File: src/rtl/socket_frame_reader.sv
// Pops samples from a socket FIFO (one-cycle read latency) and packs FRAME_SIZE of them
// into one frame word, handed downstream with a valid/ready handshake.
module socket_frame_reader #(
  parameter int DATA_WIDTH = 8,
  parameter int FRAME_SIZE = 4,
  parameter int CNT_WIDTH  = 16
) (
  input  logic                             clk,
  input  logic                             rst,
  input  logic                             empty,
  output logic                             rd_en,
  input  logic                             fifo_dv,
  input  logic [DATA_WIDTH-1:0]            fifo_data,
  output logic [DATA_WIDTH*FRAME_SIZE-1:0] frame_data,
  output logic                             frame_dv,
  input  logic                             frame_rdy,
  output logic [CNT_WIDTH-1:0]             frame_cnt,
  output logic                             overrun_err
);

  localparam int IW = $clog2(FRAME_SIZE + 1);

  typedef enum logic {FILL, HOLD} state_t;

  state_t               state_reg, state_next;
  logic [IW-1:0]        issued_cnt_reg, issued_cnt_next;
  logic [IW-1:0]        recv_cnt_reg, recv_cnt_next;
  logic                 frame_dv_reg, frame_dv_next;
  logic [CNT_WIDTH-1:0] frame_cnt_reg, frame_cnt_next;
  logic                 overrun_reg, overrun_next;
  logic                 capture;
  logic                 spurious;

  always_ff @(posedge clk) begin
    if (rst) begin
      state_reg      <= FILL;
      issued_cnt_reg <= '0;
      recv_cnt_reg   <= '0;
      frame_dv_reg   <= 1'b0;
      frame_cnt_reg  <= '0;
      overrun_reg    <= 1'b0;
    end else begin
      state_reg      <= state_next;
      issued_cnt_reg <= issued_cnt_next;
      recv_cnt_reg   <= recv_cnt_next;
      frame_dv_reg   <= frame_dv_next;
      frame_cnt_reg  <= frame_cnt_next;
      overrun_reg    <= overrun_next;
    end
  end

  always_comb begin
    state_next      = state_reg;
    issued_cnt_next = issued_cnt_reg;
    recv_cnt_next   = recv_cnt_reg;
    frame_dv_next   = frame_dv_reg;
    frame_cnt_next  = frame_cnt_reg;
    overrun_next    = overrun_reg;
    rd_en           = 1'b0;
    capture         = 1'b0;
    spurious        = 1'b0;
    case (state_reg)
      FILL: begin
        rd_en = !rst && !empty && (issued_cnt_reg < IW'(FRAME_SIZE));
        if (rd_en) issued_cnt_next = issued_cnt_reg + IW'(1);
        // With no read outstanding, returned data cannot belong to this frame.
        if (fifo_dv) begin
          if (issued_cnt_reg == recv_cnt_reg) begin
            spurious = 1'b1;
          end else begin
            capture       = 1'b1;
            recv_cnt_next = recv_cnt_reg + IW'(1);
            if (recv_cnt_reg == IW'(FRAME_SIZE - 1)) begin
              state_next    = HOLD;
              frame_dv_next = 1'b1;
            end
          end
        end
      end
      HOLD: begin
        spurious = fifo_dv;
        if (frame_rdy) begin
          frame_dv_next   = 1'b0;
          frame_cnt_next  = frame_cnt_reg + CNT_WIDTH'(1);
          issued_cnt_next = '0;
          recv_cnt_next   = '0;
          state_next      = FILL;
        end
      end
      default: state_next = FILL;
    endcase
    if (spurious) overrun_next = 1'b1;
  end

  // One register per lane; unwritten lanes keep their previous-frame contents.
  for (genvar gi = 0; gi < FRAME_SIZE; gi++) begin : g_lane
    logic [DATA_WIDTH-1:0] lane_reg;
    always_ff @(posedge clk) begin
      if (rst) begin
        lane_reg <= '0;
      end else if (capture && (recv_cnt_reg == IW'(gi))) begin
        lane_reg <= fifo_data;
      end
    end
    assign frame_data[gi*DATA_WIDTH +: DATA_WIDTH] = lane_reg;
  end

  assign frame_dv    = frame_dv_reg;
  assign frame_cnt   = frame_cnt_reg;
  assign overrun_err = overrun_reg;

endmodule

File: config.mk
export PLATFORM = sky130hd
export DESIGN_NAME = socket_frame_reader
export DESIGN_NICKNAME = d
export VERILOG_FILES = /design/src/rtl/socket_frame_reader.sv
export SDC_FILE = /design/constraint.sdc
export NUM_CORES = 1
export LEC_CHECK = 0
export CAP_MARGIN = 20
export CORE_UTILIZATION = 52
export CTS_CLUSTER_DIAMETER = 50
export CTS_CLUSTER_SIZE = 25
export DETAILED_ROUTE_END_ITERATION = 12
export HOLD_SLACK_MARGIN = 0.08
export PLACE_DENSITY = 0.85
export SLEW_MARGIN = 20
export SYNTH_ARGS = -nofsm -noshare
export SYNTH_HDL_FRONTEND = slang
export SYNTH_SLANG_ARGS = --single-unit
File: constraint.sdc
create_clock -name clk -period 2.33 [get_ports clk]
set_input_delay 0.466 -clock clk [delete_from_list [all_inputs] [get_ports clk]]
set_output_delay 0.466 -clock clk [all_outputs]
set_load 0.005 [all_outputs]
* After elaboration in Yosys (flattened, before gate mapping)
Index checks and enable logic that the tools add are counted.
** Storage, ports and cells
- Register bits :: 57
- Input bits :: 13
- Logic and storage cells :: 60
** Cells by class
- Add/sub/neg operators :: 3
- Magnitude comparators :: 1
- Eq/ne operators :: 9
- Muxes and demuxes :: 23
- Bitwise logic cells :: 1
- Reduce and logical (&&, ||, !) cells :: 13
** Operators with widths (number)
- $add 16x1->16 const B :: 1
- $mux 1 :: 14
- $mux 3 :: 4
- $pmux 3 s2 :: 2
- $ne 2x2->1 const B :: 5
- $add 3x1->3 const B :: 2
- $eq 3x2->1 const B :: 2
- $logic_and 1x1->1 :: 6
- $pmux 1 s2 :: 3
- $reduce_and 2->1 :: 2
- $reduce_and 4->1 :: 1
- $eq 3x1->1 const B :: 1
- $eq 3x3->1 :: 1
- $logic_not 3->1 :: 1
- $lt 3x3->1 const B :: 1
- $reduce_and 3->1 :: 1
- $logic_not 1->1 :: 2
- $not 1->1 :: 1

* Logic depth before layout (Yosys ltp)
- Word-level depth :: 5
- Gate-level depth with buffers :: 6

* Worst setup path before layout
Ideal clock, no wire load.
- Path type :: input to output
- Start point :: input empty
- End point :: output rd_en
- Data arrival time :: 1.101 ns
- Required time :: 1.864 ns
- Slack :: 0.763 ns
- Stages on the path :: 2
- Path buffers :: 0
- Cell sequence :: or4_1 inv_1
** Between the ends
- Longest elaborated chain between the ends :: 4
** RTL lines
- start, declared :: RTL line 10 : input logic empty,
- $logic_not 1->1 :: RTL line 64 : rd_en = !rst && !empty && (issued_cnt_reg < IW'(FRAME_SIZE));
- $logic_and 1x1->1 (2 in series) :: RTL line 64
- $mux 1 :: RTL line 62 : case (state_reg)
- end, declared :: RTL line 11 : output logic rd_en,
No other way between the ends.

* Worst setup path in the final report
Ends and elaborated chain as after synthesis.

==> run metrics <==
Worst EP required 1860 ps; DRT Pass-1 Iters 4; Layout Nets 329; Lkg Pwr 0.00138 uW; syn avg cell area 10.2 sq um; H-tree depth 3; Synth area leaders dfxtp_1 (47%), mux2i_1 (14%), nor2_1 (7.0%), ha_1 (3.6%), xor2_1 (3.6%); clock edge transition at the registers on the reported setup and hold paths 60 ps; Multi-input gate area 1220 sq um; area of placed instances 3130 sq um; Core Box Area 4410 sq um; # hold bufs at CTS 0; setup slack after layout 225 ps; R2R depth 5; startpoint types input pin; Netlist cell types 30; largest net degree at the start of global routing 57; Fin. Hold Viols 0; period utilization 0.904; post-place setup slack -69.1 ps; IO Count 64; synth-to-layout area growth 37.0%; VDD IR max 0.000516 V; final cell count without fillers 366; area of the mapped netlist 2420 sq um; grt total ovfl 0; clock tree buffer depth 2; fillers 331; Max Slew Vio Count 0; max-cap violation count 0; RSZ-0062 raised after global routing no; Final ANT Viol Nets 0; Seq/Total Area, Yosys 0.471; die area 4930 sq um; HP Class register to register; Total Routing Usage GR 0.235; port buffer count 63; CP endpoint kind output pin; Tot Pwr 2110 uW; first-pass GRT wire length 8990 um; Clk Tree Root Cell clkbuf_8; # clock sinks 57; max reg flops 32; data arrival time of the worst path 1640 ps; vias in the first global route 1937; Least-Margin Pin Slew 644 ps; status complete, no violations; Avg Vias per Cell 5.34; final cell area excluding filler cells 3320 sq um; chip height 70.2 um; detailed-route DRC error count 0; Ys Warns 0; Setup TNS 0 ps; hold path cells 1; cell taking the most area after synthesis dfxtp_1; slew margin rel. 0.570; CTS tree built; ratio of cells with drive above 1 in the final layout 0.115; total wire length 5280 um; kind of critical path input pin to output pin; dpl cells 350; DP Wirelength 3600 um; GP Congestion 0.745; post-synth net total 257; die width 70.2 um; CTS buffer count 9; via count 1955; fmax 475 MHz; antenna cells 0; Synth Register Bits 57; commonest non-fill, non-tap cell in the layout clkdlybuf4s50_1; Pwr Density 637 nW/um^2; initial antenna violation count 0; highest net fanout along the worst path 2; Final Setup Violations 0; register area 1140 sq um; number of cell rows 24; Tmin final 2110 ps; routed len/inst 14.4 um; Starting DRT DRC Count 98; final worst clock skew 9.23 ps; area share of the largest cell type after synthesis 0.471; Skew-Pair Late Insertion Delay 340 ps; most frequent cells in the layout clkdlybuf4s50_1 (61), dfxtp_1 (57), nor2_1 (45); Synth Instances 237; Initial Util 0.548
## critical path: stages
cell	delay [ps]
clkdlybuf4s50_1	390
or4_4	490
inv_2	70
dlygate4sd2_1	220
## metal layers
| layer | share of wire | vias up | routed length [um] | GRT usage |
|---|---|---|---|---|
| met4 | 0.015 | 0 | 77 | 0.0756 |
| li1 | - | 975 | - | - |
| met3 | 0.081 | 10 | 428 | 0.0996 |
| met2 | 0.47 | 65 | 2500 | 0.380 |
| met1 | 0.43 | 905 | 2280 | 0.282 |
| met5 | 0 | - | 0 | 0 |
## synth_stat cells
cell type	n
buf_2	1
nand3_1	11
nor3_1	3
xor2_4	3
ha_1	7
a22o_1	1
o311a_1	1
nor2b_1	1
nor2_1	45
nand4_1	4
inv_1	5
o31ai_1	1
clkbuf_1	7
and4_1	4
nand2_1	7
buf_6	1
or4_1	1
mux2i_1	33
a21oi_1	11
o21a_1	1
or3_1	5
and3_1	2
o21ai_0	6
nand2b_1	1
and4bb_2	3
o31ai_2	1
o31ai_4	3
dfxtp_1	57
nand4b_1	1
xor2_1	10
## layout make-up
type                            count  area share
Timing Repair Buffer               70       0.208
Clock buffer                       10      0.0415
Tap cell                           52      0.0196
Sequential cell                    57       0.344
Inverter                            5     0.00566
Multi-Input combinational cell    166       0.369
Clock inverter                      6      0.0128
## path summary, 6_finish.rpt
path / start / to / slack, ps
worst max-delay path: empty / rd_en / 220
worst min-delay path: frame_dv / frame_dv / 460
worst max register to register: recv_cnt_reg[2] / g_lane[3].lane_reg[0] / 460
worst min register to register: frame_dv / frame_dv / 460
## power by group
part	leakage (uW)	total (uW)	switching (uW)	internal (uW)
logic	0.000831	257	126	131
clock network	0.0000887	820	405	415
registers	0.000461	1030	29.0	1010
## timing repair
action                     CTS  global route
buffers inserted             0             0
gates resized for setup      3             0
setup endpoints to repair    1             0
## cell families (layout without fill, tap and decap cells)
logic type      count (synthesis)  in the layout  share of synthesized area
simple gates                   88             88                      0.180
buf+inv                        14             91                     0.0253
flops                          57             57                      0.471
compound gates                 25             25                     0.0806
fa+ha+maj                       7              7                     0.0362
mux                            33             33                      0.136
xor+xnor                       13             13                     0.0703
## through the flow
stage / hold WS (ps) / util
floorplan: 464 / -
global placement: 458 / 0.710
detailed placement: 455 / 0.710
CTS: 471 / 0.751
global route: 503 / 0.751
finish: 463 / 0.751
(Power assumes the default switching activity.)
==> variant 1, RTL diff (config.mk and constraints unchanged) <==
Reset style: asynchronous (`rst`), changed in 2 clocked blocks.
--- a/src/rtl/socket_frame_reader.sv
+++ b/src/rtl/socket_frame_reader.sv
@@ -32,5 +32,5 @@
   logic                 spurious;
 
-  always_ff @(posedge clk) begin
+  always_ff @(posedge clk or posedge rst) begin
     if (rst) begin
       state_reg      <= FILL;
@@ -96,5 +96,5 @@
   for (genvar gi = 0; gi < FRAME_SIZE; gi++) begin : g_lane
     logic [DATA_WIDTH-1:0] lane_reg;
-    always_ff @(posedge clk) begin
+    always_ff @(posedge clk or posedge rst) begin
       if (rst) begin
         lane_reg <= '0;
Check against the original RTL: differs if rst is asserted again (counterexample within 4 cycles, from zero or initial values and one cycle with rst high); with rst held inactive, the same outputs for 10 cycles.
==> variant 1 against the original RTL <==
- the run now ends with design-rule violations left
- worst setup slack worse by 0.093 ns
- design area rose by 1.2%
- count of clock-buffer cells in the layout rose by 1
- non-clock buffer count down 3
- sequential cell count unchanged
- sequential share of layout area up 8.1 points
- synthesized area up 1.4%
- first-iteration DRC count is 17% higher
- routed wire length is 8.1% lower
- highest routed layer unchanged
Power is not compared: it rests on default switching activity, and its combinational part moved more than twofold at a synthesized area within 25%.
==> variant 1: results <==
export IMPL_synthTopCellsByArea="dfrtp_1 58%, mux2_2 14%, xnor2_1 4.3%, ha_1 3.6%, nand3_4 2.9%"
export IMPL_via_per_inst=5.30
export IMPL_synth_seq_area_share=0.581
export IMPL_failed_checks="design-rule violations"
export IMPL_layout_nets=275
export IMPL_r2r_cells=4
export IMPL_crit_path_top_delay_cell="clkdlybuf4s50_1"
export IMPL_grt_pass1_vias=1637
export IMPL_synth_commonest_cells="57 x dfrtp_1, 30 x mux2_2, 14 x nand2_1, 12 x xnor2_1"
export IMPL_grt_pass1_wl_um=8000
export IMPL_slew_headroom=0.634
export IMPL_async_flop_share=1.00
export IMPL_drive_above_1_share=0.231
export IMPL_drtPass1Iterations=8
export IMPL_synth_cell_types=31
export IMPL_fillCellCount=323
export IMPL_drcViolationCount=16
export IMPL_outcome="finished with violations"
export IMPL_gp_congestion=0.744
export IMPL_wire_per_inst_um=15.5
export IMPL_drtIter0Drc=115
export IMPL_ctsResizeCount=0
export IMPL_skew_ns=0.00268
export IMPL_crit_reg2reg_launch="recv_cnt_reg[0]"
export IMPL_grt_max_degree=58
-- variant 1: cell count changes in the layout (fill, tap and decap cells not counted), sizes merged, moves of 12 or more --
cell	unedited run	this run
xnor2	0	12
dfxtp	57	0
mux2	0	33
mux2i	33	1
dfrtp	0	57
nor2	45	6
-- variant 1: where the power goes --
part	leakage (nW)	internal (mW)	switching (mW)
clock network	0.0911	0.437	0.395
registers	0.709	1.37	0.269
logic	0.686	1.08	0.656
total	1.49	2.90	1.32
-- variant 1: stage by stage --
| stage | hold WS [ns] | cells |
|---|---|---|
| floorplan | 0.459 | 179 |
| global route | 0.491 | 312 |
| CTS | 0.471 | 312 |
| detailed placement | 0.455 | 296 |
| finish | 0.463 | 312 |
| global placement | 0.450 | 296 |
-- variant 1: cells by family after synthesis --
family	after synthesis	synth area share
and+or+nand+nor	43	0.108
buffers and inverters	9	0.0183
AOI/OAI and AO/OA	10	0.0296
DFF	57	0.581
adders and majority gates	7	0.0357
muxes	34	0.160
xor gates and xnor gates	19	0.0678
-- variant 1: how the worst min path moves through the flow --
stage / slack (ns) / to / from
2_1_floorplan: 0.46 / overrun_err / overrun_err
3_3_place_gp: 0.45 / overrun_err / overrun_err
3_5_place_dp: 0.46 / overrun_err / overrun_err
4_1_cts: 0.47 / overrun_err / overrun_err
5_1_grt: 0.49 / frame_cnt[15] / frame_cnt[15]
6_report: 0.46 / overrun_err / overrun_err
-- variant 1: layout make-up --
type / instances / area share
inverter: 7 / 0.00783
sequential: 57 / 0.425
tap: 52 / 0.0194
multi-input combinational: 113 / 0.293
clock inverter: 5 / 0.00895
clock buffer: 11 / 0.0451
timing repair buffer: 67 / 0.201
-- variant 1: worst reg2reg max path: cells and delay by family, from the launching register on --
family / cells / cell delay, ns
flip-flops: 1 / 0.47
AO/OA/AOI/OAI: 1 / 0.48
XOR/XNOR: 1 / 0.20
AND/OR/NAND/NOR: 1 / 0.22
multiplexers: 1 / 0.36
-- variant 1: layer usage --
metal,global-route usage,part of all wire
met1,0.280,0.46
met2,0.329,0.44
met3,0.0655,0.074
met4,0.100,0.024
met5,0,0
==> variant 2, RTL diff (same flow settings) <==
Made on the original files. Change the parameter `DATA_WIDTH` from 8 to 6.
--- a/src/rtl/socket_frame_reader.sv
+++ b/src/rtl/socket_frame_reader.sv
@@ -2,5 +2,5 @@
 // into one frame word, handed downstream with a valid/ready handshake.
 module socket_frame_reader #(
-  parameter int DATA_WIDTH = 8,
+  parameter int DATA_WIDTH = 6,
   parameter int FRAME_SIZE = 4,
   parameter int CNT_WIDTH  = 16
Interface: changed (resized fifo_data and frame_data); port bits go from 64 to 54. No check against the original RTL was run, so the function may have changed too.
==> variant 2 against the original RTL <==
- routed wire length fell by 12%
- power fell by 21%
- clock skew about the same
- synthesized cell count decreased by 3.4%
- sequential cell count shrank 8
- fmax fell by 5.0%
- synthesized area is 11% lower
- global-route usage down 1.7 points
- via count is 8.6% lower
- worst setup slack lost 0.11 ns
- design area down 14%
- critical path type unchanged
==> variant 2: results <==
export IMPL_ys_ff_latch=49
export IMPL_path_clk_slew_ns=0.08
export IMPL_port_buffers=53
export IMPL_post_place_cells=327
export IMPL_pwr_group_clock_mw=0.544
export IMPL_crit_reg2reg_launch="frame_cnt[3]"
export IMPL_wl_met2_um=2200
export IMPL_layout_setup_ws_ns=0.115
export IMPL_swShare=0.243
export IMPL_use_met1=0.281
export IMPL_synthTopCellsByArea="dfxtp_1 45%, mux2i_1 5.6%, xor2_1 4.9%, nand3b_1 4.5%, nor2_1 4.2%"
export IMPL_layout_nets=302
export IMPL_leakagePower_nw=1.10
export IMPL_drive_above_1_share=0.0737
export IMPL_cp_max_fo=4
export IMPL_drtIter0Drc=114
export IMPL_critPathLaunch="rst"
export IMPL_r2r_cells=4
export IMPL_grt_pass1_wl_um=7240
export IMPL_synth_seq_area_share=0.454
export IMPL_via_per_inst=5.33
export IMPL_gp_congestion=0.836
export IMPL_synth_cell_types=38
export IMPL_outcome="finished, final reports clean"
export IMPL_hpwl_um=3230
export IMPL_r2r_end="frame_cnt[15]"
export IMPL_powerSeq_mw=0.888
export IMPL_use_met2=0.357
export IMPL_vdd_drop_max_v=0.000376
export IMPL_synth_avg_cell_area_um2=9.44
variant 2: how the worst min path moves through the flow:
stage / endpoint / cells after the start
2_1_floorplan: frame_dv / 2
3_3_place_gp: frame_dv / 2
3_5_place_dp: frame_dv / 2
4_1_cts: frame_dv / 2
5_1_grt: frame_dv / 2
6_report: frame_dv / 2
variant 2: cells by family after synthesis:
family | count (synthesis)
AND/OR/NAND/NOR | 89
adder cells (fa/ha/maj) | 7
AO/OA/AOI/OAI | 36
flip-flops | 49
XOR/XNOR | 16
buffers and inverters | 19
multiplexers | 13
variant 2: layout make-up:
class | count | share of cell area
Clock buffer | 7 | 0.0337
Clock inverter | 1 | 0.00175
Inverter | 7 | 0.00919
Multi-Input combinational cell | 161 | 0.386
Sequential cell | 49 | 0.343
Tap cell | 50 | 0.0219
Timing Repair Buffer | 60 | 0.204
variant 2: worst max-delay path: stages:
cell	delay (ns)
clkdlybuf4s50_1	0.47
nor2_1	0.11
nand2_1	0.11
inv_1	0.09
clkdlybuf4s50_1	0.50
